File: src/rtl/seg_scan_driver.sv
// Scans a 32-bit word onto a common-anode 8-digit 7-segment display as hex digits.
// The word is latched once per frame, and leading zeros can optionally be blanked.
module seg_scan_driver #(
    parameter int SCAN_DIV = 100000,
    parameter bit LZ_BLANK = 1'b1
) (
    input  logic        clk,
    input  logic        reset,
    input  logic [31:0] chose_out,
    input  logic        disp_en,
    output logic [7:0]  an,
    output logic [7:0]  seg,
    output logic        frame_done
);

    localparam logic [19:0] DIV_LAST = 20'(SCAN_DIV - 1);

    logic [19:0] div_cnt;
    logic [2:0]  dig;
    logic [31:0] value_q;
    logic        tick;
    logic        blank;
    logic [3:0]  nib;
    logic [31:0] upper;

    // Full segment byte with dp (bit 7) held dark.
    function automatic logic [7:0] hex7(input logic [3:0] n);
        case (n)
            4'h0: hex7 = 8'hC0;
            4'h1: hex7 = 8'hF9;
            4'h2: hex7 = 8'hA4;
            4'h3: hex7 = 8'hB0;
            4'h4: hex7 = 8'h99;
            4'h5: hex7 = 8'h92;
            4'h6: hex7 = 8'h82;
            4'h7: hex7 = 8'hF8;
            4'h8: hex7 = 8'h80;
            4'h9: hex7 = 8'h90;
            4'hA: hex7 = 8'h88;
            4'hB: hex7 = 8'h83;
            4'hC: hex7 = 8'hC6;
            4'hD: hex7 = 8'hA1;
            4'hE: hex7 = 8'h86;
            default: hex7 = 8'h8E;
        endcase
    endfunction

    always_comb begin
        tick  = (div_cnt == DIV_LAST);
        upper = value_q >> {dig, 2'b00};
        nib   = upper[3:0];
        // Digit 0 is always shown, so a zero word still displays a single "0".
        blank = LZ_BLANK && (dig != 3'd0) && (upper == 32'd0);
    end

    always_ff @(posedge clk) begin
        if (!reset) begin
            div_cnt    <= '0;
            dig        <= '0;
            value_q    <= '0;
            an         <= 8'hFF;
            seg        <= 8'hFF;
            frame_done <= 1'b0;
        end else begin
            div_cnt <= tick ? 20'd0 : div_cnt + 20'd1;
            if (tick)
                dig <= dig + 3'd1;
            // New word is taken on the same edge the scan wraps back to digit 0.
            frame_done <= tick && (dig == 3'd7);
            if (tick && (dig == 3'd7))
                value_q <= chose_out;
            if (!disp_en) begin
                an  <= 8'hFF;
                seg <= 8'hFF;
            end else if (blank) begin
                an  <= ~(8'd1 << dig);
                seg <= 8'hFF;
            end else begin
                an  <= ~(8'd1 << dig);
                seg <= hex7(nib);
            end
        end
    end

endmodule

File: config.mk
export PLATFORM = sky130hd
export DESIGN_NAME = seg_scan_driver
export DESIGN_NICKNAME = d
export VERILOG_FILES = /design/src/rtl/seg_scan_driver.sv
export SDC_FILE = /design/constraint.sdc
export NUM_CORES = 1
export LEC_CHECK = 0
export BUFFER_PORTS_ARGS = -buffer_cell sky130_fd_sc_hd__buf_2
export CORE_ASPECT_RATIO = 1.75
export CORE_MARGIN = 3
export CORE_UTILIZATION = 38
export CTS_CLUSTER_SIZE = 20
export DETAILED_ROUTE_END_ITERATION = 8
export MAX_ROUTING_LAYER = met4
export PLACE_DENSITY = 0.55
export SLEW_MARGIN = 20
export SYNTH_ARGS = -nofsm -noshare
export SYNTH_HDL_FRONTEND = slang
export SYNTH_SLANG_ARGS = --single-unit
File: constraint.sdc
create_clock -name clk -period 5.1 [get_ports clk]
set_input_delay 0.765 -clock clk [delete_from_list [all_inputs] [get_ports clk]]
set_output_delay 0.765 -clock clk [all_outputs]
set_load 0.03 [all_outputs]
==> run metrics, run 1 <==
largest fanout on the critical path=24; sequential share of power=43.8%; register bit count reported by yosys=71; via count of the first global-routing pass=2798; via count normalized by instance count=5.01; overall via count from detail_route=2788; unrepaired setup endpoints after global routing=false; Final GP Congestion=0.870; ports placed on the boundary=52; fraction of the cycle the final worst path needs=62.3%; status=finished clean; maximum ir drop on the vdd rail=0.147 mV; post-synthesis cell type count=45; static leakage power=0.00153 uW; proportion of synthesized chip area in sequential cells=42.1%; yosys warns=0; Max-cap violations=0; Synth top cells by count=sky130_fd_sc_hd__nand2_1 (79), sky130_fd_sc_hd__dfxtp_1 (71), sky130_fd_sc_hd__nor2_1 (40); final-report max-slew violation count=0; clock-pin slew on the worst setup and hold paths=0.05 ns; post-route antenna net violation count=0; aggregate global-route resource usage=17.2%; number of detailed-route iterations in the first pass=4; Mapped Area=3380 um^2; Final Instance Area=4020 um^2; tightest slew margin relative to the limit=39.3%; fraction of power consumed by the clock network=53.0%; total setup violations reported at the end of the flow=0; HPWL reported at the end of detailed placement=5.81 mm; most repeated cell in the gate-level netlist after synthesis=sky130_fd_sc_hd__nand2_1; Resized Gates After CTS=0; required time of the critical path=5.37 ns; nets@finish=484; remaining routing DRC violations=0; detailed router's first-iteration violation count=80; Worst setup SP type=flip-flop; Hold Slack=0.454 ns; pin count of the biggest net entering global routing=36; portion of synthesized cell area occupied by the leading cell type=42.1%; number of non-filler instances in the completed layout=557; area growth from synthesis to layout=19.0%; number of filler instances in the final layout=897; minimum period implied by the final worst setup slack=3.18 ns; P_int=1030 uW; Antenna Diode Count=0; y dimension of the die=131 um; fraction of final layout cells sized beyond drive strength 1=23.3%; share of async-settable or async-resettable flops after synthesis=0%; first-pass GRT wire length=13.2 mm; CTS sink cnt=71; initial antenna violation count=0; clock root buffer=sky130_fd_sc_hd__clkbuf_16; standard cell area after detailed placement=3690 um^2; area leader, netlist=sky130_fd_sc_hd__dfxtp_1; element type at the critical path end=flip-flop; average instance area after synthesis=8.66 um^2; largest buffer count on any clock path=2; hold buffer count at CTS=0; highest achievable clock rate=315 MHz; overall power=1280 uW; number of nets produced by synthesis=437; pin slew with the least headroom to its limit=0.909 ns; clock skew after layout=0.00559 ns; ratio of total power to cell area=320 nW/um^2; final hold violations=0; count of flip-flops with a built-in enable after synthesis=0; combinational power share=3.2%; core area=8480 um^2; source-to-sink clock delay at the later pin of the worst-skew pair=0.33 ns; Clock H-tree levels=3; clock tree from TritonCTS=built; Starting Density=39.8%; Setup Total Neg Slack=0 ns; number of instances in the placed design=541; net switching fraction of the power=19.8%; flip-flop cell with the highest count after synthesis=sky130_fd_sc_hd__dfxtp_1; buffers inserted during post-CTS setup optimization=0; number of instances in the synthesized netlist=390; global-route congestion overflow total=0; Site Rows=44; kind of critical path=reg -> reg; net switching power figure=254 uW; die area=10100 um^2; Post-Route WL=7.87 mm; wire per inst=14.1 um; TritonCTS Buffers=9; critical path arrival=3.45 ns; top cells by area, synth=sky130_fd_sc_hd__dfxtp_1 (42%), sky130_fd_sc_hd__nand2_1 (8.8%), sky130_fd_sc_hd__mux4_2 (5.3%); Die Span X=77.3 um; port bufs=50; worst min-delay path category=reg -> reg
layout make-up:
type | count | area (um^2) | share of cell area, %
sequential | 71 | 1420 | 35.4
multi-input combinational | 289 | 1800 | 44.8
clock buffer | 13 | 260 | 6.48
inverter | 11 | 41.3 | 1.03
timing repair buffer | 55 | 288 | 7.16
tap | 115 | 144 | 3.58
clock inverter | 3 | 65.1 | 1.62
kinds of logic after synthesis:
logic type | count (synthesis) | synth area share [%]
simple gates | 184 | 24.8
flops | 71 | 42.1
compound gates | 57 | 11.1
buf+inv | 30 | 4.78
xor+xnor | 19 | 4.93
mux | 16 | 7.71
fa+ha+maj | 12 | 4.45
other cells | 1 | 0.111
registers in the layout, summed over array words and instances, names as in the netlist:
| register | count |
|---|---|
| value_q | 32 |
| div_cnt | 20 |
| an | 8 |
| seg | 7 |
| dig | 3 |
| frame_done | 1 |
critical path, stage by stage (launching register included):
cell and delay, ns:
sky130_fd_sc_hd__dfxtp_1 0.91, sky130_fd_sc_hd__mux4_2 0.60, sky130_fd_sc_hd__mux2i_1 0.60, sky130_fd_sc_hd__and2_1 0.31, sky130_fd_sc_hd__a31oi_1 0.10, sky130_fd_sc_hd__a21oi_1 0.40
sky130_fd_sc_hd__or3_1 0.19
worst paths after layout:
check,start,end,slack [ns],depth (start not counted)
worst max-delay path,dig[1]$_SDFFE_PN0P_,seg[1]$_SDFF_PP1_,1.92,6
worst min-delay path,value_q[0]$_SDFFE_PN0P_,value_q[0]$_SDFFE_PN0P_,0.45,2
worst max register to register,dig[1]$_SDFFE_PN0P_,seg[1]$_SDFF_PP1_,1.92,6
worst min register to register,value_q[0]$_SDFFE_PN0P_,value_q[0]$_SDFFE_PN0P_,0.45,2
through the flow:
| stage | setup slack (ns) | utilization [%] |
|---|---|---|
| CTS | 1.67 | 47.3 |
| finish | 1.92 | 47.4 |
| global route | 1.58 | 47.4 |
| floorplan | 2.42 | - |
| global placement | 1.77 | 43.5 |
| detailed placement | 1.69 | 43.5 |
layer usage:
| metal | track usage, % | wire (um) | vias up |
|---|---|---|---|
| met4 | 9.64 | 278 | 0 |
| met5 | - | 0 | - |
| met1 | 18.1 | 3180 | 1298 |
| met2 | 29.7 | 4160 | 47 |
| met3 | 3.64 | 246 | 20 |
| li1 | - | - | 1423 |
power by group through the flow:
| stage | sequential (uW) | clock, uW | combinational, uW |
|---|---|---|---|
| floorplan | 580 | 0 | 14.3 |
| global placement | 574 | 0 | 41.9 |
| detailed placement | 574 | 0 | 42.0 |
| CTS | 562 | 693 | 42.1 |
| global route | 563 | 718 | 45.2 |
| finish | 562 | 681 | 41.0 |
layout by cell type, fill, tap and decap left out, types with 2 or more instances in the layout:
cell and count:
sky130_fd_sc_hd__a211o_1 4, sky130_fd_sc_hd__a21oi_1 28, sky130_fd_sc_hd__a21oi_2 10, sky130_fd_sc_hd__a221oi_1 2
sky130_fd_sc_hd__a31oi_1 3, sky130_fd_sc_hd__and2_1 2, sky130_fd_sc_hd__and3_1 3, sky130_fd_sc_hd__buf_2 50
sky130_fd_sc_hd__buf_4 5, sky130_fd_sc_hd__bufinv_16 2, sky130_fd_sc_hd__clkbuf_1 2, sky130_fd_sc_hd__clkbuf_16 9
sky130_fd_sc_hd__clkbuf_8 2, sky130_fd_sc_hd__clkinv_1 2, sky130_fd_sc_hd__dfxtp_1 71, sky130_fd_sc_hd__ha_1 12
sky130_fd_sc_hd__inv_1 9, sky130_fd_sc_hd__mux2i_1 8, sky130_fd_sc_hd__mux4_2 8, sky130_fd_sc_hd__nand2_1 79
sky130_fd_sc_hd__nand2_2 10, sky130_fd_sc_hd__nand2b_1 3, sky130_fd_sc_hd__nand3_1 12, sky130_fd_sc_hd__nand4_1 2
sky130_fd_sc_hd__nor2_1 40, sky130_fd_sc_hd__nor3_1 9, sky130_fd_sc_hd__nor4_1 7, sky130_fd_sc_hd__o21ai_0 2
sky130_fd_sc_hd__or2_2 5, sky130_fd_sc_hd__or3_1 2, sky130_fd_sc_hd__or4_1 5, sky130_fd_sc_hd__xnor2_1 8
sky130_fd_sc_hd__xor2_1 11
(Power assumes the default switching activity.)
==> run 2: changes to the inputs <==
--- a/config.mk
+++ b/config.mk
@@ -5,6 +5,7 @@
 export SDC_FILE = /design/constraint.sdc
 export NUM_CORES = 1
 export LEC_CHECK = 0
+export ABC_AREA = 1
 export BUFFER_PORTS_ARGS = -buffer_cell sky130_fd_sc_hd__buf_2
 export CORE_ASPECT_RATIO = 1.75
 export CORE_MARGIN = 3
@@ -12,7 +13,7 @@
 export CTS_CLUSTER_SIZE = 20
 export DETAILED_ROUTE_END_ITERATION = 8
 export MAX_ROUTING_LAYER = met4
-export PLACE_DENSITY = 0.55
+export PLACE_DENSITY = 0.57
 export SLEW_MARGIN = 20
 export SYNTH_ARGS = -nofsm -noshare
 export SYNTH_HDL_FRONTEND = slang
==> constraint.sdc (replaced) <==
create_clock -name clk -period 2.7 [get_ports clk]
set_input_delay 0.405 -clock clk [delete_from_list [all_inputs] [get_ports clk]]
set_output_delay 0.405 -clock clk [all_outputs]
set_load 0.03 [all_outputs]
==> run 2 against run 1 <==
Critical path depth grew 10. Combinational power increased by 82%. Core utilization fell by 0.69 points. Largest cell class unchanged. Clock-buffer cell count is 2 lower. First-iteration DRC count up 100%. Area after synthesis grew 8.1%. Sequential cell count is the same. Routed wire length is 16% higher. Critical path type unchanged.
==> run metrics, run 2 <==
Mapped Area=3650 um^2; total setup violations reported at the end of the flow=0; count of flip-flops with a built-in enable after synthesis=0; aggregate global-route resource usage=18.4%; highest achievable clock rate=445 MHz; element type at the critical path end=flip-flop; status=finished clean; Final GP Congestion=0.849; fraction of final layout cells sized beyond drive strength 1=15.6%; source-to-sink clock delay at the later pin of the worst-skew pair=0.33 ns; Antenna Diode Count=0; average instance area after synthesis=6.62 um^2; Setup Total Neg Slack=0 ns; static leakage power=0.00200 uW; Clock H-tree levels=3; number of nets produced by synthesis=598; portion of synthesized cell area occupied by the leading cell type=38.9%; number of non-filler instances in the completed layout=724; register bit count reported by yosys=71; clock root buffer=sky130_fd_sc_hd__clkbuf_16; final hold violations=0; number of instances in the synthesized netlist=551; post-route antenna net violation count=0; clock skew after layout=0.00829 ns; nets@finish=646; ratio of total power to cell area=544 nW/um^2; first-pass GRT wire length=15.4 mm; Synth top cells by count=sky130_fd_sc_hd__nand2_1 (150), sky130_fd_sc_hd__nor2_1 (102), sky130_fd_sc_hd__dfxtp_1 (71); detailed router's first-iteration violation count=162; via count normalized by instance count=4.84; CTS sink cnt=71; kind of critical path=reg -> reg; fraction of the cycle the final worst path needs=83.3%; initial antenna violation count=0; area growth from synthesis to layout=17.8%; share of async-settable or async-resettable flops after synthesis=0%; die area=10900 um^2; overall via count from detail_route=3506; Resized Gates After CTS=0; required time of the critical path=2.97 ns; final-report max-slew violation count=0; registers with the most flip-flops=value_q (32), div_cnt (20), an (8); Post-Route WL=9.09 mm; Max-cap violations=0; number of instances in the placed design=708; largest buffer count on any clock path=2; yosys warns=0; most repeated cell in the gate-level netlist after synthesis=sky130_fd_sc_hd__nand2_1; buffers inserted during post-CTS setup optimization=0; largest reg by FF count=value_q; TritonCTS Buffers=9; port bufs=50; final cell utilization of the core=46.7%; pin count of the biggest net entering global routing=38; standard cell area after detailed placement=3990 um^2; largest fanout on the critical path=19; proportion of synthesized chip area in sequential cells=38.9%; top cells by area, synth=sky130_fd_sc_hd__dfxtp_1 (39%), sky130_fd_sc_hd__nand2_1 (15%), sky130_fd_sc_hd__nor2_1 (10%); hold buffer count at CTS=0; Final Instance Area=4300 um^2; number of filler instances in the final layout=993; via count of the first global-routing pass=3454; flip-flop cell with the highest count after synthesis=sky130_fd_sc_hd__dfxtp_1; minimum period implied by the final worst setup slack=2.25 ns; Die Span X=80.1 um; Worst setup SP type=flip-flop; HPWL reported at the end of detailed placement=6.99 mm; number of flip-flops under the largest register name=32; Site Rows=46; most frequent standard cell in the layout excluding fill and tap cells=sky130_fd_sc_hd__nand2_1; y dimension of the die=136 um; commonest non-fill, non-tap cells in the layout=sky130_fd_sc_hd__nand2_1 (150), sky130_fd_sc_hd__nor2_1 (102), sky130_fd_sc_hd__dfxtp_1 (71); critical path arrival=2.52 ns; post-synthesis cell type count=37; remaining routing DRC violations=0; maximum ir drop on the vdd rail=0.313 mV; area leader, netlist=sky130_fd_sc_hd__dfxtp_1; clock-pin slew on the worst setup and hold paths=0.06 ns; Starting Density=39.6%; wire per inst=12.6 um; clock tree from TritonCTS=built; core area=9210 um^2; global-route congestion overflow total=0; unrepaired setup endpoints after global routing=false; number of detailed-route iterations in the first pass=4; worst min-delay path category=in -> reg; ports placed on the boundary=52
==> run 2: cell types whose count changed after synthesis, sizes merged, moves of 5 or more <==
cell,previous run,this run
nor2,41,104
mux2i,8,0
a21oi,38,14
or4,5,0
xnor2,8,1
nand4,2,7
o21ai,2,50
nand2,89,154
xor2,11,3
inv,9,50
nand3,12,40
mux4,8,0
==> run 2: cell type report <==
| class | instances | area [um^2] | share of cell area [%] |
|---|---|---|---|
| clock inverter | 5 | 56.3 | 1.31 |
| sequential | 71 | 1420 | 33.1 |
| clock buffer | 11 | 253 | 5.88 |
| timing repair buffer | 58 | 310 | 7.22 |
| tap | 120 | 150 | 3.49 |
| inverter | 50 | 188 | 4.36 |
| multi-input combinational | 409 | 1920 | 44.7 |
==> run 2: worst max-delay path: stages (launching register included) <==
cell	delay, ns
sky130_fd_sc_hd__dfxtp_1	0.52
sky130_fd_sc_hd__buf_4	0.29
sky130_fd_sc_hd__nand2_1	0.07
sky130_fd_sc_hd__nand2_1	0.08
sky130_fd_sc_hd__nand2_1	0.05
sky130_fd_sc_hd__nand3_1	0.06
sky130_fd_sc_hd__nand2_1	0.12
sky130_fd_sc_hd__inv_1	0.15
sky130_fd_sc_hd__ha_1	0.21
sky130_fd_sc_hd__inv_1	0.05
sky130_fd_sc_hd__nor2_1	0.10
sky130_fd_sc_hd__nand3_1	0.08
sky130_fd_sc_hd__nor2_1	0.10
sky130_fd_sc_hd__nand2_1	0.06
sky130_fd_sc_hd__nand2_1	0.06
sky130_fd_sc_hd__nand2_2	0.11
sky130_fd_sc_hd__nand2_1	0.08
==> run 2: report_power, final <==
part	internal [uW]	switching, uW	total, uW
Combinational	29.2	45.4	74.6
Sequential	1060	4.53	1060
Clock	763	438	1200
Total	1850	488	2340
==> run 2: kinds of logic after synthesis <==
kind of cell | share of synthesized area, %
AND/OR/NAND/NOR | 36.8
AO/OA/AOI/OAI | 10.7
buffers and inverters | 8.40
flip-flops | 38.9
adder cells (fa/ha/maj) | 4.11
XOR/XNOR | 0.960
other | 0.103
==> run 2: final timing paths <==
kind                            cells after the start                        to  slack (ns)                  start
worst max register to register                     16         seg[1]$_SDFF_PP1_        0.45    dig[0]$_SDFFE_PN0P_
worst min register to register                      1     div_cnt[0]$_SDFF_PP0_        0.48  div_cnt[0]$_SDFF_PP0_
worst min-delay path                                3  value_q[25]$_SDFFE_PN0P_        0.29          chose_out[25]
worst max-delay path                               16         seg[1]$_SDFF_PP1_        0.45    dig[0]$_SDFFE_PN0P_
==> run 2: layer usage <==
layer / up-vias / track usage (%) / share of wire [%]
met5: - / - / 0
met3: 23 / 3.66 / 3.4
met1: 1559 / 18.7 / 39
met4: 0 / 7.89 / 2.9
li1: 1852 / - / -
met2: 72 / 33.4 / 54
==> run 2: stage by stage <==
step / power, uW / worst slack (ns) / hold WS, ns
3_5_place_dp: 1160 / 0.491 / 0.472
6_report: 2340 / 0.452 / 0.292
4_1_cts: 2370 / 0.467 / 0.284
2_1_floorplan: 1120 / 0.781 / 0.441
3_3_place_gp: 1160 / 0.549 / 0.458
5_1_grt: 2430 / 0.169 / 0.303
==> run 3: changes to the inputs <==
==> constraint.sdc (replaced) <==
create_clock -name clk -period 1.8 [get_ports clk]
set_input_delay 0.27 -clock clk [delete_from_list [all_inputs] [get_ports clk]]
set_output_delay 0.27 -clock clk [all_outputs]
set_load 0.03 [all_outputs]
==> run 3 against run 2 <==
Final cell count increased by 3.6%. Worst hold slack got worse by 0.14 ns. Clock skew decreased by 0.0030 ns. Critical path type unchanged. Highest routed layer unchanged. Largest power group unchanged. Via count increased by 2.9%.
==> run metrics, run 3 (synthesis results as in run 2) <==
source-to-sink clock delay at the later pin of the worst-skew pair=0.34 ns; fraction of the cycle the final worst path needs=93.8%; nets@finish=672; overall power=3620 uW; number of cells on the worst hold path=3; total area of multi-input combinational cells=2100 um^2; global-route congestion overflow total=0; HPWL reported at the end of detailed placement=7.41 mm; final-report max-slew violation count=0; Critical R2R Launch=dig[0]$_SDFFE_PN0P_; status=finished clean; Final GP Congestion=0.951; core area=9210 um^2; static leakage power=0.00226 uW; origin of the worst min-delay path=chose_out[26]; CTS sink cnt=71; y dimension of the die=136 um; minimum period implied by the final worst setup slack=1.69 ns; pin count of the biggest net entering global routing=27; area growth from synthesis to layout=30.7%; required time of the critical path=2.03 ns; P_int=2890 uW; aggregate global-route resource usage=19.1%; most frequent standard cell in the layout excluding fill and tap cells=sky130_fd_sc_hd__nand2_1; combinational power share=3.4%; first-pass GRT wire length=15.7 mm; worst-path cell chain=buf_8 -> nand2_4 -> nand3_2 -> nand2_2 -> nand2_1 -> nand2_2 -> buf_6 -> inv_2 -> ha_2 -> nand2_1 -> nand3_1 -> nand2_1 -> nand2_2; worst-case setup margin in the final layout=0.112 ns; fraction of final layout cells sized beyond drive strength 1=25.6%; clock skew after layout=0.00534 ns; Max-cap violations=0; Die Span X=80.1 um; largest incremental delay on the critical path=0.37 ns; DP Worst Slack=-0.0468 ns; ratio of total power to cell area=759 nW/um^2; via count normalized by instance count=4.81; maximum ir drop on the vdd rail=0.611 mV; via count of the first global-routing pass=3452; sequential share of power=43.9%; Antenna Diode Count=0; highest achievable clock rate=592 MHz; end of the worst register-to-register path=seg[3]$_SDFF_PP1_; worst-path cell with the longest stage delay=sky130_fd_sc_hd__dfxtp_4; met1 usage=18.5%; largest fanout on the critical path=7; critical path's top delay family=simple AND/OR/NAND/NOR gates; remaining routing DRC violations=0; critical path arrival=1.92 ns; global-route met2 utilization=35.8%; number of filler instances in the final layout=960; clock tree from TritonCTS=built; post-route antenna net violation count=0; initial antenna violation count=0; number of flip-flops under the largest register name=32; worst min-delay path category=in -> reg; clock root buffer=sky130_fd_sc_hd__clkbuf_16; number of detailed-route iterations in the first pass=4; met3 layer usage reported by global route=3.40%; Worst Setup SP=dig[0]$_SDFFE_PN0P_; net switching fraction of the power=20.1%; commonest non-fill, non-tap cells in the layout=sky130_fd_sc_hd__nand2_1 (128), sky130_fd_sc_hd__nor2_1 (100), sky130_fd_sc_hd__dfxtp_1 (68); TritonCTS Buffers=9; worst path bufs/invs=3; number of instances in the placed design=729; detailed router's first-iteration violation count=137; kind of critical path=reg -> reg; ports placed on the boundary=52; total setup violations reported at the end of the flow=0; wire per inst=12.8 um; final hold violations=0; largest buffer count on any clock path=2; port bufs=50; registers with the most flip-flops=value_q (32), div_cnt (20), an (8); die area=10900 um^2; largest reg by FF count=value_q; Clock H-tree levels=3; Site Rows=46; overall via count from detail_route=3608; Reg2Reg Depth=13; Worst setup SP type=flip-flop; element type at the critical path end=flip-flop; Starting Density=39.6%; number of non-filler instances in the completed layout=750; Setup Total Neg Slack=0 ns; grt peak-use layer=met2; Storage cell area=1430 um^2; terminating pin of the worst hold path=value_q[26]$_SDFFE_PN0P_; Post-Route WL=9.62 mm; reg-to-reg slack, setup=0.11 ns; net switching power figure=727 uW; fraction of power consumed by the clock network=52.7%; clock-pin slew on the worst setup and hold paths=0.06 ns
run 3: cell types whose count changed in the layout (fill, tap and decap cells not counted), sizes merged:
cell | before | now
buf | 58 | 84
clkbuf | 11 | 14
clkinv | 3 | 1
clkinvlp | 1 | 0
run 3: area by class of cell:
type	instances	area share (%)
repair buffers	84	11.9
multi-input cells	409	43.9
clock inverters	2	0.735
well taps	120	3.15
flip-flops and latches	71	30.0
clock buffers	14	6.16
inverters	50	4.14
run 3: repair_timing:
action,4_1_cts,5_1_grt
buffers inserted,1,2
endpoints found under the hold margin,0,0
resized for setup,4,60
pin swaps,2,19
hold buffers,0,0
endpoints found under the setup margin,7,41
cloned,0,2
run 3: metrics by stage:
step	hold slack (ns)	area (um^2)	util, %
after global placement	0.477	4190	45.5
after floorplan	0.405	3670	-
after CTS	0.143	4540	49.3
final	0.153	4770	51.8
after global routing	0.161	4770	51.8
after detailed placement	0.482	4190	45.5
run 3: worst min-delay path: stages:
cell and delay, ns:
sky130_fd_sc_hd__buf_2 0.07, sky130_fd_sc_hd__nor2_1 0.03, sky130_fd_sc_hd__nor2_1 0.08
run 3: metal layers:
| metal | part of all wire [%] | routed length, um |
|---|---|---|
| met1 | 38 | 3640 |
| met2 | 57 | 5460 |
| met3 | 2.5 | 243 |
| met4 | 2.8 | 272 |
| met5 | 0 | 0 |
run 3: power by group through the flow:
stage               logic [uW]  registers (uW)  clock network, uW
floorplan                 40.4            1640                  0
global placement           120            1630                  0
detailed placement         120            1630                  0
CTS                        120            1590               1950
global route               136            1590               2010
finish                     122            1590               1910
run 3: worst max path at each step:
stage                                           to  cells after the start  slack [ns]
after floorplan                  seg[2]$_SDFF_PP1_                     17       0.004
after global placement           seg[4]$_SDFF_PP1_                     15       -0.03
after detailed placement         seg[6]$_SDFF_PP1_                     15       -0.05
after CTS                        seg[6]$_SDFF_PP1_                     15       0.009
after global routing      value_q[29]$_SDFFE_PN0P_                     10      -0.004
final                            seg[3]$_SDFF_PP1_                     13        0.11
